### src/rtl/fetch_unit_if.sv
// Fetch-unit bus bundle: control from decode/branch, instruction memory handshake
// and the registered decode-facing output buffer.
interface fetch_unit_if;
  logic        Stall;
  logic        Redirect;
  logic [31:0] Redirect_PC;
  logic        IMem_Req;
  logic [31:0] IMem_Addr;
  logic        IMem_Ack;
  logic [31:0] IMem_Data;
  logic        Valid_Out;
  logic [31:0] Instr_Out;
  logic [31:0] PC_Plus_4_Out;

  modport master (
    input  Stall, Redirect, Redirect_PC, IMem_Ack, IMem_Data,
    output IMem_Req, IMem_Addr, Valid_Out, Instr_Out, PC_Plus_4_Out
  );

  modport slave (
    output Stall, Redirect, Redirect_PC, IMem_Ack, IMem_Data,
    input  IMem_Req, IMem_Addr, Valid_Out, Instr_Out, PC_Plus_4_Out
  );
endinterface

### src/rtl/fetch_unit.sv
// Instruction fetch stage: one outstanding memory request, one-entry output buffer
// plus one-entry skid so a zero-wait stream survives a decode stall without loss.
module fetch_unit #(
  parameter logic [31:0] RESET_PC = 32'h0000_0000
) (
  input  logic          CLK,
  input  logic          RST,
  fetch_unit_if.master  bus
);

  typedef enum logic [1:0] {FETCH, HOLD, DISCARD} state_t;

  state_t      state;
  logic [31:0] pc;
  logic [31:0] req_addr;
  logic        req_q;
  logic        out_valid;
  logic [31:0] out_instr;
  logic [31:0] out_pc4;
  logic        skid_valid;
  logic [31:0] skid_instr;
  logic [31:0] skid_pc4;

  logic        ack;
  logic        consume;
  logic [31:0] target;
  logic [31:0] next_addr;

  // Request is registered and held low through reset, so an Ack is only honoured
  // once a request has actually been presented.
  assign ack       = bus.IMem_Ack & req_q;
  assign consume   = out_valid & ~bus.Stall;
  assign target    = bus.Redirect_PC & ~32'h3;
  assign next_addr = req_addr + 32'd4;

  always_ff @(posedge CLK or posedge RST) begin
    if (RST) begin
      state      <= FETCH;
      pc         <= RESET_PC;
      req_addr   <= RESET_PC;
      req_q      <= 1'b0;
      out_valid  <= 1'b0;
      out_instr  <= '0;
      out_pc4    <= '0;
      skid_valid <= 1'b0;
      skid_instr <= '0;
      skid_pc4   <= '0;
    end else begin
      req_q <= 1'b1;
      if (bus.Redirect) begin
        out_valid  <= 1'b0;
        out_instr  <= '0;
        out_pc4    <= '0;
        skid_valid <= 1'b0;
        skid_instr <= '0;
        skid_pc4   <= '0;
        pc         <= target;
      end
      unique case (state)
        FETCH: begin
          if (bus.Redirect) begin
            if (ack) begin
              req_addr <= target;
            end else begin
              state <= DISCARD;
            end
          end else if (ack) begin
            pc <= next_addr;
            if (!out_valid || consume) begin
              out_valid <= 1'b1;
              out_instr <= bus.IMem_Data;
              out_pc4   <= next_addr;
              req_addr  <= next_addr;
            end else begin
              skid_valid <= 1'b1;
              skid_instr <= bus.IMem_Data;
              skid_pc4   <= next_addr;
              state      <= HOLD;
              req_q      <= 1'b0;
            end
          end else if (consume) begin
            out_valid <= 1'b0;
            out_instr <= '0;
            out_pc4   <= '0;
          end
        end
        HOLD: begin
          if (bus.Redirect) begin
            req_addr <= target;
            state    <= FETCH;
          end else if (consume) begin
            out_valid  <= skid_valid;
            out_instr  <= skid_instr;
            out_pc4    <= skid_pc4;
            skid_valid <= 1'b0;
            skid_instr <= '0;
            skid_pc4   <= '0;
            req_addr   <= pc;
            state      <= FETCH;
          end else begin
            req_q <= 1'b0;
          end
        end
        DISCARD: begin
          // The stale response is swallowed here; the buffers stay empty throughout.
          if (!bus.Redirect && ack) begin
            req_addr <= pc;
            state    <= FETCH;
          end
        end
        default: state <= FETCH;
      endcase
    end
  end

  assign bus.IMem_Req      = req_q;
  assign bus.IMem_Addr     = req_addr;
  assign bus.Valid_Out     = out_valid;
  assign bus.Instr_Out     = out_instr;
  assign bus.PC_Plus_4_Out = out_pc4;

endmodule

### src/flat_wrapper.sv
// flat-port wrapper written by rule: the top's interface ports become plain ports
module fetch_unit_flat 
#(
  parameter logic [31:0] RESET_PC = 32'h0000_0000
)
  (CLK, RST, bus_Stall, bus_Redirect, bus_Redirect_PC, bus_IMem_Ack, bus_IMem_Data, bus_IMem_Req, bus_IMem_Addr, bus_Valid_Out, bus_Instr_Out, bus_PC_Plus_4_Out);
  fetch_unit_if bus_i ();
  input  logic CLK;
  input  logic RST;
  input wire logic [$bits(bus_i.Stall)-1:0] bus_Stall;
  input wire logic [$bits(bus_i.Redirect)-1:0] bus_Redirect;
  input wire logic [$bits(bus_i.Redirect_PC)-1:0] bus_Redirect_PC;
  input wire logic [$bits(bus_i.IMem_Ack)-1:0] bus_IMem_Ack;
  input wire logic [$bits(bus_i.IMem_Data)-1:0] bus_IMem_Data;
  output wire logic [$bits(bus_i.IMem_Req)-1:0] bus_IMem_Req;
  output wire logic [$bits(bus_i.IMem_Addr)-1:0] bus_IMem_Addr;
  output wire logic [$bits(bus_i.Valid_Out)-1:0] bus_Valid_Out;
  output wire logic [$bits(bus_i.Instr_Out)-1:0] bus_Instr_Out;
  output wire logic [$bits(bus_i.PC_Plus_4_Out)-1:0] bus_PC_Plus_4_Out;
  assign bus_i.Stall = bus_Stall;
  assign bus_i.Redirect = bus_Redirect;
  assign bus_i.Redirect_PC = bus_Redirect_PC;
  assign bus_i.IMem_Ack = bus_IMem_Ack;
  assign bus_i.IMem_Data = bus_IMem_Data;
  assign bus_IMem_Req = bus_i.IMem_Req;
  assign bus_IMem_Addr = bus_i.IMem_Addr;
  assign bus_Valid_Out = bus_i.Valid_Out;
  assign bus_Instr_Out = bus_i.Instr_Out;
  assign bus_PC_Plus_4_Out = bus_i.PC_Plus_4_Out;
  fetch_unit #(.RESET_PC(RESET_PC)) u_core (.CLK(CLK), .RST(RST), .bus(bus_i));
endmodule
### config.mk
export PLATFORM = sky130hd
export DESIGN_NAME = fetch_unit_flat
export DESIGN_NICKNAME = d
export VERILOG_FILES = /design/src/rtl/fetch_unit_if.sv /design/src/rtl/fetch_unit.sv /design/src/flat_wrapper.sv
export SDC_FILE = /design/constraint.sdc
export NUM_CORES = 1
export LEC_CHECK = 0
export CORE_MARGIN = 3
export CORE_UTILIZATION = 35
export DETAILED_ROUTE_END_ITERATION = 8
export HOLD_SLACK_MARGIN = 0.05
export PLACE_DENSITY_LB_ADDON = 0.15
export SYNTH_ARGS = -nofsm -noshare
export SYNTH_HDL_FRONTEND = slang
export SYNTH_SLANG_ARGS = --single-unit
### constraint.sdc
create_clock -name CLK -period 16.85 [get_ports CLK]
set_input_delay 1.685 -clock CLK [delete_from_list [all_inputs] [get_ports CLK]]
set_output_delay 1.685 -clock CLK [all_outputs]
set_load 0.03 [all_outputs]
After elaboration in Yosys (flattened, before gate mapping)
Cells that the tools add are included.
Widths: inputs -> output; s select.
{ "word_totals": {"reg_bits": 197, "latchBits": 0, "mem_bits_rw": 0, "rom_bits": 0, "inputBits": 69, "output_inout_bits": 98, "wordCells": 102, "n_memories": 0} }
{ "classes": {"add_sub_neg": 1, "n_mul": 0, "div": 0, "magnitude_cmp": 0, "eq_ne": 9, "n_shift": 0, "n_mux": 71, "bitwise_logic": 3, "reduce_logical": 8} }
{ "ops": {"columns": ["cell", "n"], "rows": [
  ["$mux 32", 37],
  ["$pmux 32 s2", 4],
  ["$pmux 32 s3", 1],
  ["$add 32x3->32 const B", 1],
  ["$mux 1", 18],
  ["$mux 2", 7],
  ["$reduce_and 5->1", 2],
  ["$ne 3x2->1 const B", 3],
  ["$ne 3x3->1 const B", 2],
  ["$pmux 1 s2", 3],
  ["$pmux 2 s3", 1],
  ["$ne 2x1->1 const B", 2],
  ["$reduce_bool 3->1", 1],
  ["$and 1x1->1", 2],
  ["$eq 2x1->1 const B", 1],
  ["$eq 2x2->1 const B", 1],
  ["$logic_not 1->1", 2],
  ["$logic_not 2->1", 1],
  ["$logic_and 1x1->1", 1],
  ["$logic_or 1x1->1", 1],
  ["$not 1->1", 1]
]} }

Logic depth before layout (Yosys ltp)
{ "logic_depth": {"word_depth": 7, "ltp_mapped": 10, "ltp_nobuf": 7} }

Least setup slack after synthesis
Ideal clock, no wire load.
{ "synth_path": {"kind": "input to register", "startpoint": "in bus_Stall", "endpoint": "reg u_core.req_addr[2] (netlist: u_core.bus.IMem_Addr[2])", "setup_ps": 95, "t_arrival_ps": 3163, "path_slack_ps": 13592, "cell_stages": 10, "path_buffers": 5, "cell_sequence": "buf_2 -> nor2b_1 -> buf_2 -> o31ai_2 -> or2_0 -> buf_2 -> buf_4 -> buf_2 -> nand2_1 -> o31ai_1"} }
{ "synth_between": {"elab_chain_cells": 5} }
{ "synth_lines": {"columns": ["item", "line", "rtl"], "rows": [
  ["start, declared", "flat_wrapper.sv:10", "input wire logic [$bits(bus_i.Stall)-1:0] bus_Stall;"],
  ["$not 1->1 (*)", "fetch_unit.sv:32", "assign consume = out_valid & ~bus.Stall;"],
  ["$and 1x1->1 (*)", "fetch_unit.sv:32", null],
  ["$logic_or 1x1->1", "fetch_unit.sv:69", "if (!out_valid || consume) begin"],
  ["$ne 3x2->1 (no source line)", null, null],
  ["$reduce_and 5->1 (no source line) (*)", null, null],
  ["end signal, assigned", "fetch_unit.sv:63", "req_addr <= target;"],
  ["end signal, assigned", "fetch_unit.sv:73", "req_addr <= next_addr;"],
  ["end signal, assigned", "fetch_unit.sv:89", "req_addr <= target;"],
  ["end, declared", "fetch_unit.sv:15", "logic [31:0] req_addr;"]
]} }
Every way passes the cells marked *; elsewhere a longest branch is shown, timed or not.
A chain may end at the register's enable or synchronous reset.

Final worst setup path
{ "layout_path": {"startpoint": "in bus_Stall", "endpoint": "reg u_core.out_pc4[23] (netlist: u_core.bus.PC_Plus_4_Out[23])"} }
{ "layout_between": {"elab_chain_cells": 7} }
{ "layout_lines": {"columns": ["item", "line", "rtl"], "rows": [
  ["$not 1->1 (*)", "fetch_unit.sv:32", null],
  ["$and 1x1->1 (*)", "fetch_unit.sv:32", null],
  ["$logic_or 1x1->1", "fetch_unit.sv:69", null],
  ["$mux 32", "fetch_unit.sv:69", null],
  ["$mux 32", "fetch_unit.sv:67", "end else if (ack) begin"],
  ["$mux 32", "fetch_unit.sv:61", "if (bus.Redirect) begin"],
  ["$pmux 32 s2 (*)", "fetch_unit.sv:59", "unique case (state)"],
  ["end signal, assigned", "fetch_unit.sv:72", "out_pc4 <= next_addr;"],
  ["end signal, assigned", "fetch_unit.sv:94", "out_pc4 <= skid_pc4;"],
  ["end, declared", "fetch_unit.sv:19", "logic [31:0] out_pc4;"]
]} }
Marked as above.

==> flow_metrics.env <==
export IMPL_synth_edff_count=0
export IMPL_postLayoutCoreUtil_pct=44.53
export IMPL_die_area_sq_um=31700
export IMPL_grt_use_total_pct=22.11
export IMPL_status="finished clean"
export IMPL_seq_area_frac_synth_pct=47.59
export IMPL_area_growth_pct=24.37
export IMPL_hold_buffers=0
export IMPL_cts_buffers=17
export IMPL_drive_gt1_share_pct=7.737
export IMPL_wl_met3_mm=2.207
export IMPL_ctsRootBufferMaster="clkbuf_16"
export IMPL_cts_sinks=197
export IMPL_antenna_found_initial=0
export IMPL_setup_viol=0
export IMPL_p_leak_nw=5.522
export IMPL_cts_buffer_depth=2
export IMPL_place_gp_congestion=0.8404
export IMPL_grt_pass1_wl_mm=54.53
export IMPL_critPathRequiredTime_ns=17.20
export IMPL_synthFlopType="dfrtp_1"
export IMPL_die_y_um=178.0
export IMPL_wirelength_mm=35.14
export IMPL_endpoint_kind="flip-flop"
export IMPL_nNetsFinal=1276
export IMPL_rows=62
export IMPL_clk_transition_reported_paths_ns=0.08
export IMPL_vdd_ir_drop_worst_mv=0.07805
export IMPL_cts_setup_buffers=0
export IMPL_portBuffers=164
export IMPL_routed_via_density=5.894
export IMPL_synthArstFlopShare_pct=100.0
export IMPL_io_pins=167
export IMPL_tritoncts="yes"
export IMPL_finalHoldViolCount=0
export IMPL_synth_cell_types=75
export IMPL_grt_max_degree=127
export IMPL_cts_resized=0
export IMPL_start_util_pct=35.80
export IMPL_overflow=0
export IMPL_start_kind="input pin"
export IMPL_relSlewSlack_pct=23.42
export IMPL_syn_nets=1162
export IMPL_p_per_area_nw_per_um2=164.2
export IMPL_vias=9425
export IMPL_diodes=0
export IMPL_dp_hpwl_mm=22.94
export IMPL_critical_path_class="in -> reg"
export IMPL_p_total_mw=2.115
export IMPL_fin_tns_setup_ns=0
export IMPL_synth_warnings=0
export IMPL_syn_inst=1088
export IMPL_maxCapViolCount=0
export IMPL_finish_instance_area_sq_um=12880
export IMPL_clk_latency_ns=0.44
export IMPL_wl_per_cell_um=21.98
export IMPL_timing_final_crit_share_pct=27.34
export IMPL_grt_pass1_vias=9153
export IMPL_hold_ws_ns=0.4687
export IMPL_path_max_fanout=47
export IMPL_arrival_ns=4.96
export IMPL_wl_met2_mm=16.17
export IMPL_drt_iter0_drc=1181
export IMPL_top_layer="met4"
export IMPL_netlist_area_sq_um=10360
export IMPL_fin_crit_ns=4.607
export IMPL_drc_errors=0
export IMPL_worst_pin_slew_ns=1.146
export IMPL_slew_violations=0
export IMPL_rsz0062_at_grt="no"
export IMPL_core_area_sq_um=28940
export IMPL_htree_num_levels=4
export IMPL_n_fill_cell=2804
export IMPL_dpl_cell_area_sq_um=12290
export IMPL_wl_met1_mm=16.08
export IMPL_drtAntennaViolNets=0
export IMPL_drt_first_pass_iters=6
export IMPL_die_w_um=178.0
export IMPL_clock_fmax_mhz=217.1
export IMPL_skew_ns=0.01663
export IMPL_avgSynthCellArea_sq_um=9.521
export IMPL_hold_class="reg -> reg"
export IMPL_synth_seq_cells=197
metrics by stage:
stage               instances  setup WS, ns
floorplan                1088         9.796
global placement         1567         11.71
detailed placement       1567         11.82
CTS                      1599         12.28
global route             1599         11.98
finish                   1599         12.24
cell usage in the layout, fill, tap and decap left out, types with 6 or more instances in the layout:
cell	count
a22oi_1	7
o21ai_0	61
inv_1	57
nor2_1	70
nand2b_1	15
a221oi_1	9
buf_4	19
clkbuf_16	17
a22o_1	42
nand2_1	101
nor3_1	12
xor2_1	14
a211oi_1	14
o211ai_1	12
dfrtp_1	197
xnor2_1	14
nor2b_1	14
a21oi_1	94
and2_1	11
a21o_1	15
nand4_1	20
o22ai_1	6
nand3_1	20
a221o_1	15
clkdlybuf4s50_1	163
nor4_1	7
mux2i_1	7
a222oi_1	50
mux2_2	18
a31oi_1	14
where the power goes:
part | total, mW | internal [mW] | switching, mW | leakage [nW]
clock network | 0.410 | 0.200 | 0.210 | 0.286
registers | 0.715 | 0.577 | 0.138 | 2.59
logic | 0.990 | 0.360 | 0.630 | 2.64
total | 2.11 | 1.14 | 0.978 | 5.52
layout make-up:
class	instances	area (sq um)	area share, %
inverters	60	232.7	1.806
clock inverters	14	160.2	1.243
flip-flops and latches	197	4930	38.26
clock buffers	18	429.2	3.331
well taps	384	480.5	3.729
repair buffers	182	1774	13.77
multi-input cells	744	4877	37.86
cells in the mapped netlist, types with 12 or more instances:
library cell  instances  area share, %
a211oi_1             14            1.0
a21o_1               15            1.1
a21oi_1              95            4.6
a221o_1              15            1.4
a222oi_1             50            4.8
a22o_1               42            3.6
a31oi_1              14           0.85
buf_2                29            1.4
clkbuf_1             46            1.7
dfrtp_1             197             48
inv_1                58            2.1
mux2_2               18            2.0
nand2_1             101            3.7
nand2b_1             16           0.97
nand3_1              20           0.97
nand4_1              20            1.2
nor2_1               72            2.6
nor2b_1              14           0.85
nor3_1               13           0.63
o211ai_1             12           0.87
o21ai_0              61            2.9
xnor2_1              14            1.2
xor2_1               14            1.2
worst max-delay path: stages:
cell and delay, ns:
clkdlybuf4s50_1 0.63, nand2b_1 0.54, nor3_2 0.99, buf_4 0.64, a22oi_1 0.17, o21a_1 0.15
a31oi_1 0.14
final timing paths:
check / startpoint / slack [ns] / cells past startpoint / to
setup / recovery: bus_Stall / 12.24 / 7 / u_core.bus.PC_Plus_4_Out[23]
hold / removal: u_core.bus.PC_Plus_4_Out[0] / 0.47 / 2 / u_core.bus.PC_Plus_4_Out[0]
setup reg to reg: u_core.state[1] / 13.14 / 9 / u_core.bus.PC_Plus_4_Out[23]
hold reg to reg: u_core.bus.PC_Plus_4_Out[0] / 0.47 / 2 / u_core.bus.PC_Plus_4_Out[0]
max in group asynchronous: RST / 13.45 / 3 / u_core.pc[15]
min in group asynchronous: RST / 1.85 / 2 / u_core.bus.IMem_Addr[19]
flip-flops by register name, summed over array words and instances (netlist names):
| signal | count |
|---|---|
| u_core.skid_pc4 | 32 |
| u_core.bus.PC_Plus_4_Out | 32 |
| u_core.skid_instr | 32 |
| u_core.bus.IMem_Req | 1 |
| u_core.pc | 32 |
| u_core.skid_valid | 1 |
| u_core.bus.IMem_Addr | 32 |
| u_core.bus.Instr_Out | 32 |
| u_core.state | 2 |
| u_core.bus.Valid_Out | 1 |
cell families after synthesis:
logic type / share of synthesized area (%)
flip-flops: 47.59
XOR/XNOR: 2.367
multiplexers: 2.633
buffers and inverters: 5.822
adder cells (fa/ha/maj): 0.6039
AO/OA/AOI/OAI: 26.22
AND/OR/NAND/NOR: 14.76
metal layers:
metal | global-route usage (%) | up-vias
li1 | - | 4292
met1 | 31.63 | 4768
met2 | 34.47 | 328
met3 | 4.193 | 37
met4 | 5.694 | 0
met5 | 0 | -
No activity file was read; power rests on OpenSTA's default activity.
